[src/rtl/fir_pkg.sv]
// rtl/fir_pkg.sv - shared types, FSM encoding and helpers for the TDM FIR sequencer
package fir_pkg;
    typedef shortint sample_t;
    typedef shortint coef_t;

    typedef enum logic [1:0] {IDLE, LOAD, MAC, OUT} state_t;

    function automatic int acc_width(input int num_taps);
        return 32 + $clog2(num_taps);
    endfunction

    // Tap 0 at 1<<SHIFT cancels the output shift, so a freshly reset filter is a pass-through.
    function automatic coef_t unity_coef(input int shift);
        return coef_t'(1 << shift);
    endfunction
endpackage

[src/rtl/fir_delay_ram.sv]
// rtl/fir_delay_ram.sv - per-channel circular sample history, one write port and one combinational read port
module fir_delay_ram
    import fir_pkg::*;
#(
    parameter int NUM_CH   = 2,
    parameter int NUM_TAPS = 5
) (
    input  logic                        clk,
    input  logic                        rst,
    input  logic                        i_we,
    input  logic [$clog2(NUM_CH)-1:0]   i_wch,
    input  logic [15:0]                 i_wdata,
    input  logic                        i_adv,
    input  logic [$clog2(NUM_CH)-1:0]   i_rch,
    input  logic [$clog2(NUM_TAPS)-1:0] i_rtap,
    output logic [15:0]                 o_rdata
);
    localparam int TAP_W = $clog2(NUM_TAPS);

    sample_t          r_mem  [NUM_CH][NUM_TAPS];
    logic [TAP_W-1:0] r_wptr [NUM_CH];
    logic [TAP_W-1:0] w_rptr;
    logic [TAP_W-1:0] w_ridx;

    assign w_rptr = r_wptr[i_rch];

    // Tap k reads (wptr - k) mod NUM_TAPS; wptr still points at the newest sample during MAC.
    always_comb begin
        if (w_rptr >= i_rtap) begin
            w_ridx = w_rptr - i_rtap;
        end else begin
            w_ridx = w_rptr + TAP_W'(NUM_TAPS) - i_rtap;
        end
    end

    assign o_rdata = r_mem[i_rch][w_ridx];

    always_ff @(posedge clk or posedge rst) begin
        if (rst) begin
            for (int c = 0; c < NUM_CH; c++) begin
                for (int t = 0; t < NUM_TAPS; t++) begin
                    r_mem[c][t] <= '0;
                end
                r_wptr[c] <= '0;
            end
        end else begin
            if (i_we) begin
                r_mem[i_wch][r_wptr[i_wch]] <= sample_t'(i_wdata);
            end
            if (i_adv) begin
                r_wptr[i_wch] <= (r_wptr[i_wch] == TAP_W'(NUM_TAPS - 1)) ? '0
                                                                         : r_wptr[i_wch] + TAP_W'(1);
            end
        end
    end
endmodule

[src/rtl/fir_tdm_sequencer.sv]
// rtl/fir_tdm_sequencer.sv - TDM FIR controller sharing one 16x16 MAC across channels; FIR_SAT_EN selects saturating output
module fir_tdm_sequencer
    import fir_pkg::*;
#(
    parameter int NUM_CH   = 2,
    parameter int NUM_TAPS = 5,
    parameter int SHIFT    = 5
) (
    input  logic                        clk,
    input  logic                        rst,
    input  logic                        in_valid,
    output logic                        in_ready,
    input  logic [$clog2(NUM_CH)-1:0]   in_ch,
    input  logic [15:0]                 in_sample,
    output logic                        out_valid,
    input  logic                        out_ready,
    output logic [$clog2(NUM_CH)-1:0]   out_ch,
    output logic [15:0]                 out_sample,
    input  logic                        coef_we,
    input  logic [$clog2(NUM_TAPS)-1:0] coef_addr,
    input  logic [15:0]                 coef_data,
    output logic                        coef_ready
);
    localparam int CH_W  = $clog2(NUM_CH);
    localparam int TAP_W = $clog2(NUM_TAPS);
    localparam int ACC_W = acc_width(NUM_TAPS);

    state_t                  r_state;
    state_t                  w_next_state;
    logic [CH_W-1:0]         r_ch;
    sample_t                 r_sample;
    logic [TAP_W-1:0]        r_tap;
    logic signed [ACC_W-1:0] r_acc;
    logic signed [ACC_W-1:0] w_acc_next;
    coef_t                   r_coef [NUM_TAPS];
    logic                    r_out_valid;
    logic [CH_W-1:0]         r_out_ch;
    logic [15:0]             r_out_sample;

    logic                    w_accept;
    logic                    w_coef_wr;
    logic                    w_ram_we;
    logic                    w_mac_last;
    logic                    w_out_hs;
    logic                    w_ch_ok;
    logic                    w_addr_ok;
    logic [15:0]             w_ram_rdata;
    logic signed [15:0]      w_x;
    logic signed [15:0]      w_c;
    logic signed [31:0]      w_prod;
    logic [15:0]             w_result;

    assign w_ch_ok   = 32'(in_ch) < NUM_CH;
    assign w_addr_ok = 32'(coef_addr) < NUM_TAPS;

    always_ff @(posedge clk or posedge rst) begin
        if (rst) begin
            r_state <= IDLE;
        end else begin
            r_state <= w_next_state;
        end
    end

    // Ready outputs are masked by rst so every output reads 0 while reset is held.
    always_comb begin
        w_next_state = r_state;
        in_ready     = 1'b0;
        coef_ready   = 1'b0;
        w_accept     = 1'b0;
        w_coef_wr    = 1'b0;
        w_ram_we     = 1'b0;
        w_mac_last   = 1'b0;
        w_out_hs     = 1'b0;
        case (r_state)
            IDLE: begin
                in_ready   = !rst && !coef_we;
                coef_ready = !rst;
                if (coef_we) begin
                    w_coef_wr = 1'b1;
                end else if (in_valid && w_ch_ok) begin
                    w_accept     = 1'b1;
                    w_next_state = LOAD;
                end
            end
            LOAD: begin
                w_ram_we     = 1'b1;
                w_next_state = MAC;
            end
            MAC: begin
                if (r_tap == TAP_W'(NUM_TAPS - 1)) begin
                    w_mac_last   = 1'b1;
                    w_next_state = OUT;
                end
            end
            OUT: begin
                if (out_ready) begin
                    w_out_hs     = 1'b1;
                    w_next_state = IDLE;
                end
            end
            default: w_next_state = IDLE;
        endcase
    end

    fir_delay_ram #(
        .NUM_CH  (NUM_CH),
        .NUM_TAPS(NUM_TAPS)
    ) u_delay_ram (
        .clk    (clk),
        .rst    (rst),
        .i_we   (w_ram_we),
        .i_wch  (r_ch),
        .i_wdata(r_sample),
        .i_adv  (w_mac_last),
        .i_rch  (r_ch),
        .i_rtap (r_tap),
        .o_rdata(w_ram_rdata)
    );

    assign w_x        = w_ram_rdata;
    assign w_c        = r_coef[r_tap];
    assign w_prod     = 32'(w_x) * 32'(w_c);
    assign w_acc_next = r_acc + ACC_W'(w_prod);

    // The output is formed from w_acc_next so it registers on the same edge as the last tap.
`ifdef FIR_SAT_EN
    localparam logic signed [ACC_W-1:0] SAT_MAX = ACC_W'(32767);
    localparam logic signed [ACC_W-1:0] SAT_MIN = ACC_W'(-32768);

    logic signed [ACC_W-1:0] w_shifted;

    assign w_shifted = w_acc_next >>> SHIFT;

    always_comb begin
        if (w_shifted > SAT_MAX) begin
            w_result = 16'h7fff;
        end else if (w_shifted < SAT_MIN) begin
            w_result = 16'h8000;
        end else begin
            w_result = w_shifted[15:0];
        end
    end
`else
    assign w_result = w_acc_next[SHIFT +: 16];
`endif

    always_ff @(posedge clk or posedge rst) begin
        if (rst) begin
            r_ch         <= '0;
            r_sample     <= '0;
            r_tap        <= '0;
            r_acc        <= '0;
            r_coef[0]    <= unity_coef(SHIFT);
            for (int k = 1; k < NUM_TAPS; k++) begin
                r_coef[k] <= '0;
            end
            r_out_valid  <= 1'b0;
            r_out_ch     <= '0;
            r_out_sample <= '0;
        end else begin
            if (w_coef_wr && w_addr_ok) begin
                r_coef[coef_addr] <= coef_t'(coef_data);
            end
            if (w_accept) begin
                r_ch     <= in_ch;
                r_sample <= sample_t'(in_sample);
            end
            if (r_state == LOAD) begin
                r_acc <= '0;
                r_tap <= '0;
            end else if (r_state == MAC) begin
                r_acc <= w_acc_next;
                r_tap <= r_tap + TAP_W'(1);
            end
            if (w_mac_last) begin
                r_out_valid  <= 1'b1;
                r_out_ch     <= r_ch;
                r_out_sample <= w_result;
            end else if (w_out_hs) begin
                r_out_valid <= 1'b0;
            end
        end
    end

    assign out_valid  = r_out_valid;
    assign out_ch     = r_out_ch;
    assign out_sample = r_out_sample;
endmodule
[config.mk]
export PLATFORM = sky130hd
export DESIGN_NAME = fir_tdm_sequencer
export DESIGN_NICKNAME = d
export VERILOG_FILES = /design/src/rtl/fir_pkg.sv /design/src/rtl/fir_delay_ram.sv /design/src/rtl/fir_tdm_sequencer.sv
export SDC_FILE = /design/constraint.sdc
export NUM_CORES = 1
export LEC_CHECK = 0
export CAP_MARGIN = 20
export CORE_ASPECT_RATIO = 2
export CORE_MARGIN = 4
export CORE_UTILIZATION = 42
export CTS_CLUSTER_DIAMETER = 60
export DETAILED_ROUTE_END_ITERATION = 8
export PLACE_DENSITY = 0.68
export SLEW_MARGIN = 0
export SYNTH_ARGS = -nofsm -noshare
export SYNTH_HDL_FRONTEND = slang
export SYNTH_SLANG_ARGS = --single-unit
[constraint.sdc]
create_clock -name clk -period 14.25 [get_ports clk]
set_clock_uncertainty 0.1 [all_clocks]
set_input_delay 2.1375 -clock clk [delete_from_list [all_inputs] [get_ports clk]]
set_output_delay 2.1375 -clock clk [all_outputs]
set_load 0.01 [all_outputs]
==> metrics.log, run 1 <==
INFO  metric run_status = complete, no violations
INFO  metric rows = 115
INFO  metric grt.met2_usage = 40.51%
INFO  metric maxSlewHeadroom = 29.09%
INFO  metric grt_antenna_before_repair = 1
INFO  metric firstDrtPassIters = 4
INFO  metric seq_area = 7685 µm²
INFO  metric fin_crit = 9.948 ns
INFO  metric drc_violation_count_after_routing = 0
INFO  metric detail_route.wl_per_cell = 21.96 µm
INFO  metric criticalPathCategory = register to register
INFO  metric portBuffers = 60
INFO  metric start_kind = register
INFO  metric global_route.peak_usage_layer = met2
INFO  metric syn-cell-area = 21000 µm²
INFO  metric synth_sequential_area_ratio = 36.59%
INFO  metric timing.critical_path.slowest_cell_delay = 0.83 ns
INFO  metric drt.antenna.violating_nets = 0
INFO  metric post-cts-setup-buffers = 0
INFO  metric post-dp-hpwl = 42770 µm
INFO  metric io_pins = 61
INFO  metric timing.critical_path.arrival = 10.27 ns
INFO  metric clk_root_buffer_cell = sky130_fd_sc_hd__clkbuf_16
INFO  metric post_synth_edffs = 0
INFO  metric fin_nets = 2178
INFO  metric vias = 13960
INFO  metric die_footprint = 53850 µm²
INFO  metric cell_count_after_synthesis = 1846
INFO  metric core_area = 49350 µm²
INFO  metric postSynthAreaPerCell = 11.37 µm²
INFO  metric grt_pass1_vias = 15750
INFO  metric gpl.final_weighted_congestion = 0.9290
INFO  metric timing.hold.ws = 0.3833 ns
INFO  metric synthesis.yosys.warnings = 0
INFO  metric final_cell_mix = sky130_fd_sc_hd__dfrtp_1 (305), sky130_fd_sc_hd__inv_1 (291), sky130_fd_sc_hd__mux2_2 (277)
INFO  metric path_clk_slew = 0.07 ns
INFO  metric ctsResizeCount = 0
INFO  metric area_growth = 10.96%
INFO  metric final-setup-viol-count = 0
INFO  metric cts.hold.buffers_added = 0
INFO  metric final.setup.worst_slack = 4.302 ns
INFO  metric globalRouteTotalUtil = 21.01%
INFO  metric multi_input_area = 11890 µm²
INFO  metric mostFrequentLayoutCell = sky130_fd_sc_hd__dfrtp_1
INFO  metric hold_viol = 0
INFO  metric final-max-slew-violation-count = 0
INFO  metric layout_worst_path_cycle_share = 69.81%
INFO  metric clk_latency = 0.58 ns
INFO  metric cts_htree_levels = 1
INFO  metric cts_inserted_buffers = 26
INFO  metric ctsLongestPathBuffers = 3
INFO  metric net_count_after_synthesis = 2145
INFO  metric cell_class_contributing_the_biggest_share_of_worst_path_delay = adder cells
INFO  metric min-delay-path-class = register to register
INFO  metric end_kind = register
INFO  metric die-height = 324.2 µm
INFO  metric max_freq = 0.1005 GHz
INFO  metric place_ws = 4.130 ns
INFO  metric max-cap-violations = 0
INFO  metric postSynth.topFlopCell = sky130_fd_sc_hd__dfrtp_1
INFO  metric worst-path-stages = 32
INFO  metric grt_overflow = 0
INFO  metric tritoncts = yes
INFO  metric drt-vias-per-instance = 5.491
INFO  metric yosys_register_bits = 307
INFO  metric final_layout_size_suffix_gt1_share = 22.12%
INFO  metric worst_pin_slew = 1.063 ns
INFO  metric routed_wl = 55840 µm
INFO  metric reg2reg_depth = 32
INFO  metric gr-usage-met1 = 20.04%
INFO  metric grt_max_degree = 149
INFO  metric timing.critical_path.fanout_max = 33
INFO  metric postSynth.asyncResetShare = 100.0%
INFO  metric fp.dieW = 166.1 µm
INFO  metric required = 14.57 ns
INFO  metric fin_tns_setup = 0 ns
INFO  metric drt_iter0_markers = 748
INFO  metric use_met3 = 2.250%
INFO  metric tritoncts_num_sinks = 307
INFO  metric cp_slowest_cell = sky130_fd_sc_hd__dfrtp_1
INFO  metric rsz0062_at_grt = false
INFO  metric num-fill-cells = 4463
INFO  metric grt_first_pass_wirelength = 87910 µm
INFO  metric cp.buffers_inverters = 6
INFO  metric worst_hold_depth = 2
INFO  metric synth_cell_types = 64
INFO  metric initial_core_util = 42.54%
-- cells in the mapped netlist (10+ instances only) --
| cell type | number | share of area [%] |
|---|---|---|
| sky130_fd_sc_hd__clkbuf_1 | 79 | 1.4 |
| sky130_fd_sc_hd__o22ai_1 | 26 | 0.77 |
| sky130_fd_sc_hd__nand2b_1 | 43 | 1.3 |
| sky130_fd_sc_hd__nand2_1 | 70 | 1.3 |
| sky130_fd_sc_hd__a21o_1 | 11 | 0.39 |
| sky130_fd_sc_hd__xor2_1 | 10 | 0.42 |
| sky130_fd_sc_hd__ha_1 | 89 | 5.3 |
| sky130_fd_sc_hd__or3_1 | 10 | 0.30 |
| sky130_fd_sc_hd__nor2b_1 | 18 | 0.54 |
| sky130_fd_sc_hd__inv_1 | 292 | 5.2 |
| sky130_fd_sc_hd__o21ai_0 | 43 | 1.0 |
| sky130_fd_sc_hd__xnor2_1 | 33 | 1.4 |
| sky130_fd_sc_hd__dfrtp_1 | 306 | 36 |
| sky130_fd_sc_hd__nand3b_1 | 10 | 0.36 |
| sky130_fd_sc_hd__a21oi_1 | 42 | 1.0 |
| sky130_fd_sc_hd__fa_1 | 169 | 16 |
| sky130_fd_sc_hd__mux4_2 | 32 | 3.4 |
| sky130_fd_sc_hd__nor3_1 | 18 | 0.43 |
| sky130_fd_sc_hd__mux2i_1 | 42 | 2.0 |
| sky130_fd_sc_hd__mux2_2 | 277 | 15 |
| sky130_fd_sc_hd__nor2_1 | 127 | 2.3 |
-- registers in the layout, indices dropped and copies added, names as in the netlist --
signal and cells:
r_coef 80, out_sample 16, u_delay_ram.r_wptr 6, out_ch 1, r_acc 21, r_sample 16, r_ch 1, r_state 2
out_valid 1, u_delay_ram.r_mem 160, r_tap 3
-- kinds of logic after synthesis --
| family | Yosys count | synth area share, % |
|---|---|---|
| buffers and inverters | 385 | 7.038 |
| muxes | 351 | 20.29 |
| and+or+nand+nor | 334 | 7.586 |
| DFF | 307 | 36.59 |
| adders and majority gates | 258 | 21.42 |
| AOI/OAI and AO/OA | 165 | 4.958 |
| xor gates and xnor gates | 46 | 2.115 |
-- routing by layer --
metal	share of wire (%)	vias up
li1	-	6097
met1	32	7322
met2	56	345
met3	3.0	200
met4	9.1	0
met5	0	-
-- final timing paths --
path | start | slack [ns] | end
max | r_tap[1] | 4.30 | r_acc[20]
min | out_sample[7] | 0.38 | out_sample[7]
max reg2reg | r_tap[1] | 4.30 | r_acc[20]
min reg2reg | out_sample[7] | 0.38 | out_sample[7]
max in group asynchronous | rst | 10.28 | r_ch
min in group asynchronous | rst | 1.80 | u_delay_ram.r_mem[64]
-- area by class of cell --
type,count,share of cell area [%]
Timing Repair Buffer,97,4.006
Clock buffer,36,3.169
Multi-Input combinational cell,1154,51.05
Inverter,293,4.753
Sequential cell,307,32.99
Clock inverter,12,0.5693
Tap cell,643,3.453
Antenna cell,1,0.01074
-- per-stage QoR --
| step | instances | instance area (µm²) | utilization [%] |
|---|---|---|---|
| 2_1_floorplan | 1846 | 21000 | - |
| 3_3_place_gp | 2489 | 22330 | 45.25 |
| 3_5_place_dp | 2490 | 22350 | 45.28 |
| 4_1_cts | 2538 | 23220 | 47.04 |
| 5_1_grt | 2542 | 23290 | 47.20 |
| 6_report | 2543 | 23300 | 47.21 |
-- tightest hold or removal path, stage by stage, from the launching register on --
cell	delay (ns)
sky130_fd_sc_hd__dfrtp_1	0.35
sky130_fd_sc_hd__nand2_1	0.05
sky130_fd_sc_hd__o21ai_0	0.06
Power of run 1 is left out: the tool's default activity adds up to more than one toggle a clock period on the data nets, which glitch-free logic cannot reach.
==> inputs of run 2 (changes only) <==
- PLACE_DENSITY: 0.68 -> 0.7
- clock period: 14.25 -> 8.35 ns (I/O delays scaled with it)
==> run 2 against run 1 <==
Maximum frequency rose by 23%. Count of clock-buffer cells in the layout is 2 higher. Final area rose by 3.8%. Hold slack got worse by 0.0012 ns. Sequential cell count did not move. Worst setup slack got worse by 4.1 ns. Critical path type unchanged. Sequential share of layout area is 1.2 points lower. Critical path depth shrank 3. Global-route usage is 0.29 points lower. Cell count rose by 2.4%. First-iteration DRC count down 14%. Largest cell class unchanged. Die area unchanged.
==> metrics.log, run 2 (synthesis gave the netlist of run 1 again) <==
INFO  metric drt.antenna.violating_nets = 0
INFO  metric fin_crit = 8.106 ns
INFO  metric gpl.final_weighted_congestion = 0.9455
INFO  metric grt_pass1_vias = 15430
INFO  metric utilization = 49.02%
INFO  metric cts_htree_levels = 1
INFO  metric timing.critical_path.fanout_max = 11
INFO  metric cp_slowest_cell = sky130_fd_sc_hd__fa_1
INFO  metric required = 8.66 ns
INFO  metric worst_pin_slew = 1.117 ns
INFO  metric detail_route.wl_per_cell = 21.52 µm
INFO  metric timing.critical_path.arrival = 8.42 ns
INFO  metric die_footprint = 53850 µm²
INFO  metric hold_viol = 0
INFO  metric post-place-cells = 2540
INFO  metric largest_reg_flops = 160
INFO  metric cts.hold.buffers_added = 0
INFO  metric criticalPathCategory = register to register
INFO  metric fin_nets = 2244
INFO  metric critical_path.most_common_cell = sky130_fd_sc_hd__fa_1
INFO  metric rsz0062_at_grt = true
INFO  metric maxSlewHeadroom = 25.43%
INFO  metric vias = 13950
INFO  metric mostFrequentLayoutCell = sky130_fd_sc_hd__dfrtp_1
INFO  metric firstDrtPassIters = 5
INFO  metric grt_overflow = 0
INFO  metric drt-vias-per-instance = 5.357
INFO  metric fp.dieW = 166.1 µm
INFO  metric cell_class_contributing_the_biggest_share_of_worst_path_delay = adder cells
INFO  metric routed_wl = 56040 µm
INFO  metric post-dp-hpwl = 43190 µm
INFO  metric final_layout_size_suffix_gt1_share = 26.52%
INFO  metric die-height = 324.2 µm
INFO  metric max-cap-violations = 0
INFO  metric grt_max_degree = 173
INFO  metric tritoncts_num_sinks = 307
INFO  metric antenna-diode-count = 0
INFO  metric drt_iter0_markers = 640
INFO  metric min-delay-path-class = register to register
INFO  metric run_status = complete, no violations
INFO  metric cts_inserted_buffers = 27
INFO  metric end_kind = register
INFO  metric ctsLongestPathBuffers = 3
INFO  metric max_freq = 0.1234 GHz
INFO  metric final_cell_mix = sky130_fd_sc_hd__dfrtp_1 (305), sky130_fd_sc_hd__inv_1 (289), sky130_fd_sc_hd__mux2_2 (272)
INFO  metric globalRouteTotalUtil = 20.72%
INFO  metric portBuffers = 60
INFO  metric final-max-slew-violation-count = 0
INFO  metric start_kind = register
INFO  metric clk_root_buffer_cell = sky130_fd_sc_hd__clkbuf_16
INFO  metric grt_antenna_before_repair = 1
INFO  metric path_clk_slew = 0.07 ns
INFO  metric drc_violation_count_after_routing = 0
INFO  metric rows = 115
INFO  metric top_reg_by_flops = u_delay_ram.r_mem
INFO  metric clk_latency = 0.58 ns
INFO  metric grt_first_pass_wirelength = 86480 µm
INFO  metric cp.buffers_inverters = 4
INFO  metric initial_core_util = 42.54%
INFO  metric tritoncts = yes
INFO  metric io_pins = 61
INFO  metric core_area = 49350 µm²
INFO  metric biggest_registers_after_layout = u_delay_ram.r_mem (160), r_coef (80), r_acc (21)
INFO  metric final-setup-viol-count = 0
INFO  metric layout_worst_path_cycle_share = 97.08%
INFO  metric timing.critical_path.slowest_cell_delay = 0.57 ns
INFO  metric area_growth = 15.23%
INFO  metric final_cell_count_no_fill = 2604
## run 2: worst min-delay path: stages, from the launching register on
cell and delay, ns:
sky130_fd_sc_hd__dfrtp_1 0.34, sky130_fd_sc_hd__nand2_1 0.06, sky130_fd_sc_hd__nand2_1 0.06
## run 2: path summary, 6_finish.rpt
check,slack [ns],start,end,depth (start not counted)
setup / recovery,0.24,r_ch,r_acc[20],29
hold / removal,0.38,out_ch,out_ch,2
setup reg to reg,0.24,r_ch,r_acc[20],29
hold reg to reg,0.38,out_ch,out_ch,2
max in group asynchronous,6.01,rst,r_coef[69],5
min in group asynchronous,0.86,rst,u_delay_ram.r_mem[34],2
## run 2: repair_timing
item                                    CTS  global route
resized for setup                         0            43
setup buffers                             0            14
endpoints found under the setup margin    0            12
## run 2: metrics by stage
| step | setup TNS (ns) | setup WS, ns | area [µm²] | hold WS, ns |
|---|---|---|---|---|
| 5_1_grt | -0.09128 | -0.04005 | 24190 | 0.3969 |
| 3_5_place_dp | 0 | 0.03180 | 22910 | 0.3662 |
| 6_report | 0 | 0.2440 | 24190 | 0.3820 |
| 4_1_cts | 0 | 0.01487 | 23780 | 0.3836 |
| 2_1_floorplan | -0.1821 | -0.09346 | 21290 | 0.3739 |
| 3_3_place_gp | 0 | 0.1303 | 22880 | 0.3572 |
## run 2: area by class of cell
class / instances / area (µm²)
clock buffer: 38 / 757.0
clock inverter: 7 / 111.4
fill: 4348 / 25160
inverter: 293 / 1104
multi-input combinational: 1154 / 12190
sequential: 307 / 7685
tap: 643 / 804.5
timing repair buffer: 162 / 1545
## run 2: layer usage
metal	track usage, %	vias to the layer above	share of wire [%]
li1	-	6228	-
met1	19.78	7243	32
met2	41.25	307	57
met3	1.800	169	2.6
met4	14.28	2	8.5
met5	0	-	0.023
Power of run 2 is left out for the same reason.
==> inputs of run 3 (changes only) <==
- GPL_TIMING_DRIVEN: default -> 0
==> run 3 against run 2 <==
The run now ends with setup timing left. Final area is 4.6% higher. Hold slack worse by 0.00051 ns. Sequential cell count stayed put. Maximum frequency is 6.5% lower. Register-to-register slack worse by 0.57 ns. First-iteration DRC count is 20% higher. Global-route usage is 0.84 points higher. Via count is 3.9% higher. Sequential share of layout area is 1.4 points lower. Worst setup slack worse by 0.57 ns.
==> metrics.log, run 3 (synthesis gave the netlist of run 1 again) <==
INFO  metric gpl.final_weighted_congestion = 0.9334
INFO  metric drt-vias-per-instance = 5.405
INFO  metric biggest_registers_after_layout = u_delay_ram.r_mem (160), r_coef (80), r_acc (21)
INFO  metric timing.hold.ws = 0.3815 ns
INFO  metric grt_first_pass_wirelength = 89800 µm
INFO  metric num-fill-cells = 4208
INFO  metric cts_inserted_buffers = 27
INFO  metric criticalPathCategory = register to register
INFO  metric routed_wl = 58080 µm
INFO  metric post-dp-hpwl = 44930 µm
INFO  metric vias = 14500
INFO  metric detail_route.wl_per_cell = 21.65 µm
INFO  metric tritoncts = yes
INFO  metric final_layout_size_suffix_gt1_share = 31.04%
INFO  metric final-max-slew-violation-count = 0
INFO  metric min-delay-start = out_valid
INFO  metric fin_tns_setup = -1.477 ns
INFO  metric worst-r2r-setup-slack = -0.32 ns
INFO  metric ctsLongestPathBuffers = 3
INFO  metric max_freq = 0.1153 GHz
INFO  metric area_growth = 20.47%
INFO  metric final-setup-viol-count = 8
INFO  metric top_reg_by_flops = u_delay_ram.r_mem
INFO  metric worst_pin_slew = 1.037 ns
INFO  metric timing.rr.end = r_acc[20]
INFO  metric io_pins = 61
INFO  metric timing.rr.start = r_ch
INFO  metric hold_viol = 0
INFO  metric drt.antenna.violating_nets = 0
INFO  metric timing.critical_path.fanout_max = 7
INFO  metric largest_reg_flops = 160
INFO  metric seq_area = 7685 µm²
INFO  metric antenna-diode-count = 0
INFO  metric timing.critical_path.arrival = 9.00 ns
INFO  metric reg2reg_depth = 31
INFO  metric firstDrtPassIters = 5
INFO  metric final_cell_mix = sky130_fd_sc_hd__dfrtp_1 (305), sky130_fd_sc_hd__mux2_2 (271), sky130_fd_sc_hd__inv_1 (264)
INFO  metric worst_hold_depth = 2
INFO  metric required = 8.68 ns
INFO  metric grt_overflow = 0
INFO  metric max-cap-violations = 0
INFO  metric die_footprint = 53850 µm²
INFO  metric start_kind = register
INFO  metric min-delay-path-class = register to register
INFO  metric cts_htree_levels = 1
INFO  metric grt_max_degree = 47
INFO  metric tritoncts_num_sinks = 307
INFO  metric clk_root_buffer_cell = sky130_fd_sc_hd__clkbuf_16
INFO  metric drc_violation_count_after_routing = 0
INFO  metric clk_latency = 0.57 ns
INFO  metric violations = setup timing
INFO  metric end_kind = register
INFO  metric die-height = 324.2 µm
INFO  metric utilization = 51.25%
INFO  metric mostFrequentLayoutCell = sky130_fd_sc_hd__dfrtp_1
INFO  metric core_area = 49350 µm²
INFO  metric initial_core_util = 42.54%
INFO  metric run_status = finished with violations
INFO  metric layout_worst_path_cycle_share = 103.9%
INFO  metric fp.dieW = 166.1 µm
INFO  metric rows = 115
INFO  metric grt_pass1_vias = 16140
INFO  metric portBuffers = 60
INFO  metric worst_hold_path.endpoint = out_valid
INFO  metric globalRouteTotalUtil = 21.56%
INFO  metric fin_crit = 8.672 ns
INFO  metric multi_input_area = 12790 µm²
INFO  metric rsz0062_at_grt = true
INFO  metric cp_slowest_cell = sky130_fd_sc_hd__fa_1
INFO  metric final.setup.worst_slack = -0.3219 ns
INFO  metric grt_antenna_before_repair = 0
INFO  metric timing.critical_path.slowest_cell_delay = 0.59 ns
INFO  metric maxSlewHeadroom = 30.86%
INFO  metric drt_iter0_markers = 770
INFO  metric fin_nets = 2319
INFO  metric path_clk_slew = 0.07 ns
[run 3: cell count changes in the layout (fill, tap and decap cells not counted), moves of 10 or more]
| cell | previous run | this run |
|---|---|---|
| sky130_fd_sc_hd__a21oi_1 | 33 | 22 |
| sky130_fd_sc_hd__buf_12 | 6 | 16 |
| sky130_fd_sc_hd__buf_4 | 83 | 66 |
| sky130_fd_sc_hd__buf_6 | 5 | 16 |
| sky130_fd_sc_hd__clkbuf_1 | 7 | 69 |
| sky130_fd_sc_hd__ha_1 | 82 | 71 |
| sky130_fd_sc_hd__inv_1 | 289 | 264 |
| sky130_fd_sc_hd__inv_2 | 3 | 26 |
| sky130_fd_sc_hd__nor2_1 | 120 | 110 |
[run 3: cell type report]
type | instances | share of cell area [%]
Buffer | 84 | 2.078
Tap cell | 643 | 3.181
Clock inverter | 10 | 0.4600
Inverter | 293 | 4.388
Sequential cell | 307 | 30.38
Timing Repair Buffer | 153 | 5.961
Clock buffer | 38 | 2.993
Multi-Input combinational cell | 1154 | 50.56
[run 3: worst max-delay path by stage]
stage,startpoint,to,slack (ns),cells past startpoint
floorplan,r_ch,r_acc[20],-0.09,42
global placement,r_ch,r_acc[20],-2.29,36
detailed placement,r_ch,r_acc[20],-2.41,36
CTS,r_ch,r_acc[20],-0.68,41
global route,r_ch,r_acc[20],-0.51,34
finish,r_ch,r_acc[20],-0.32,31
[run 3: worst max-delay path, delay by kind of cell (launching register included)]
kind | cells | cell delay (ns)
fa+ha+maj | 7 | 3.19
xor+xnor | 9 | 1.85
mux | 3 | 1.03
buf+inv | 7 | 0.98
simple gates | 3 | 0.55
flops | 1 | 0.50
compound gates | 2 | 0.33
[run 3: timing repair]
| action | in CTS | in global routing |
|---|---|---|
| cloned | 1 | 0 |
| endpoints found under the setup margin | 33 | 22 |
| buffers inserted | 50 | 32 |
| gates resized for setup | 129 | 106 |
| hold buffers | 0 | 0 |
| pin swaps | 61 | 77 |
[run 3: layer usage]
layer | routed length (µm) | global-route usage [%] | vias to the layer above
met5 | 0 | 0 | -
met4 | 5264 | 16.55 | 0
met3 | 1568 | 2.018 | 214
met2 | 33200 | 42.85 | 398
met1 | 18050 | 19.82 | 7505
li1 | - | - | 6380
[run 3: through the flow]
stage	area (µm²)	setup WS (ns)	instances
after floorplan	21290	-0.09346	1846
after global placement	22700	-2.287	2549
after detailed placement	22850	-2.413	2558
after CTS	24780	-0.6800	2655
after global routing	25290	-0.5092	2682
final	25290	-0.3219	2682
Power of run 3 is left out for the same reason.
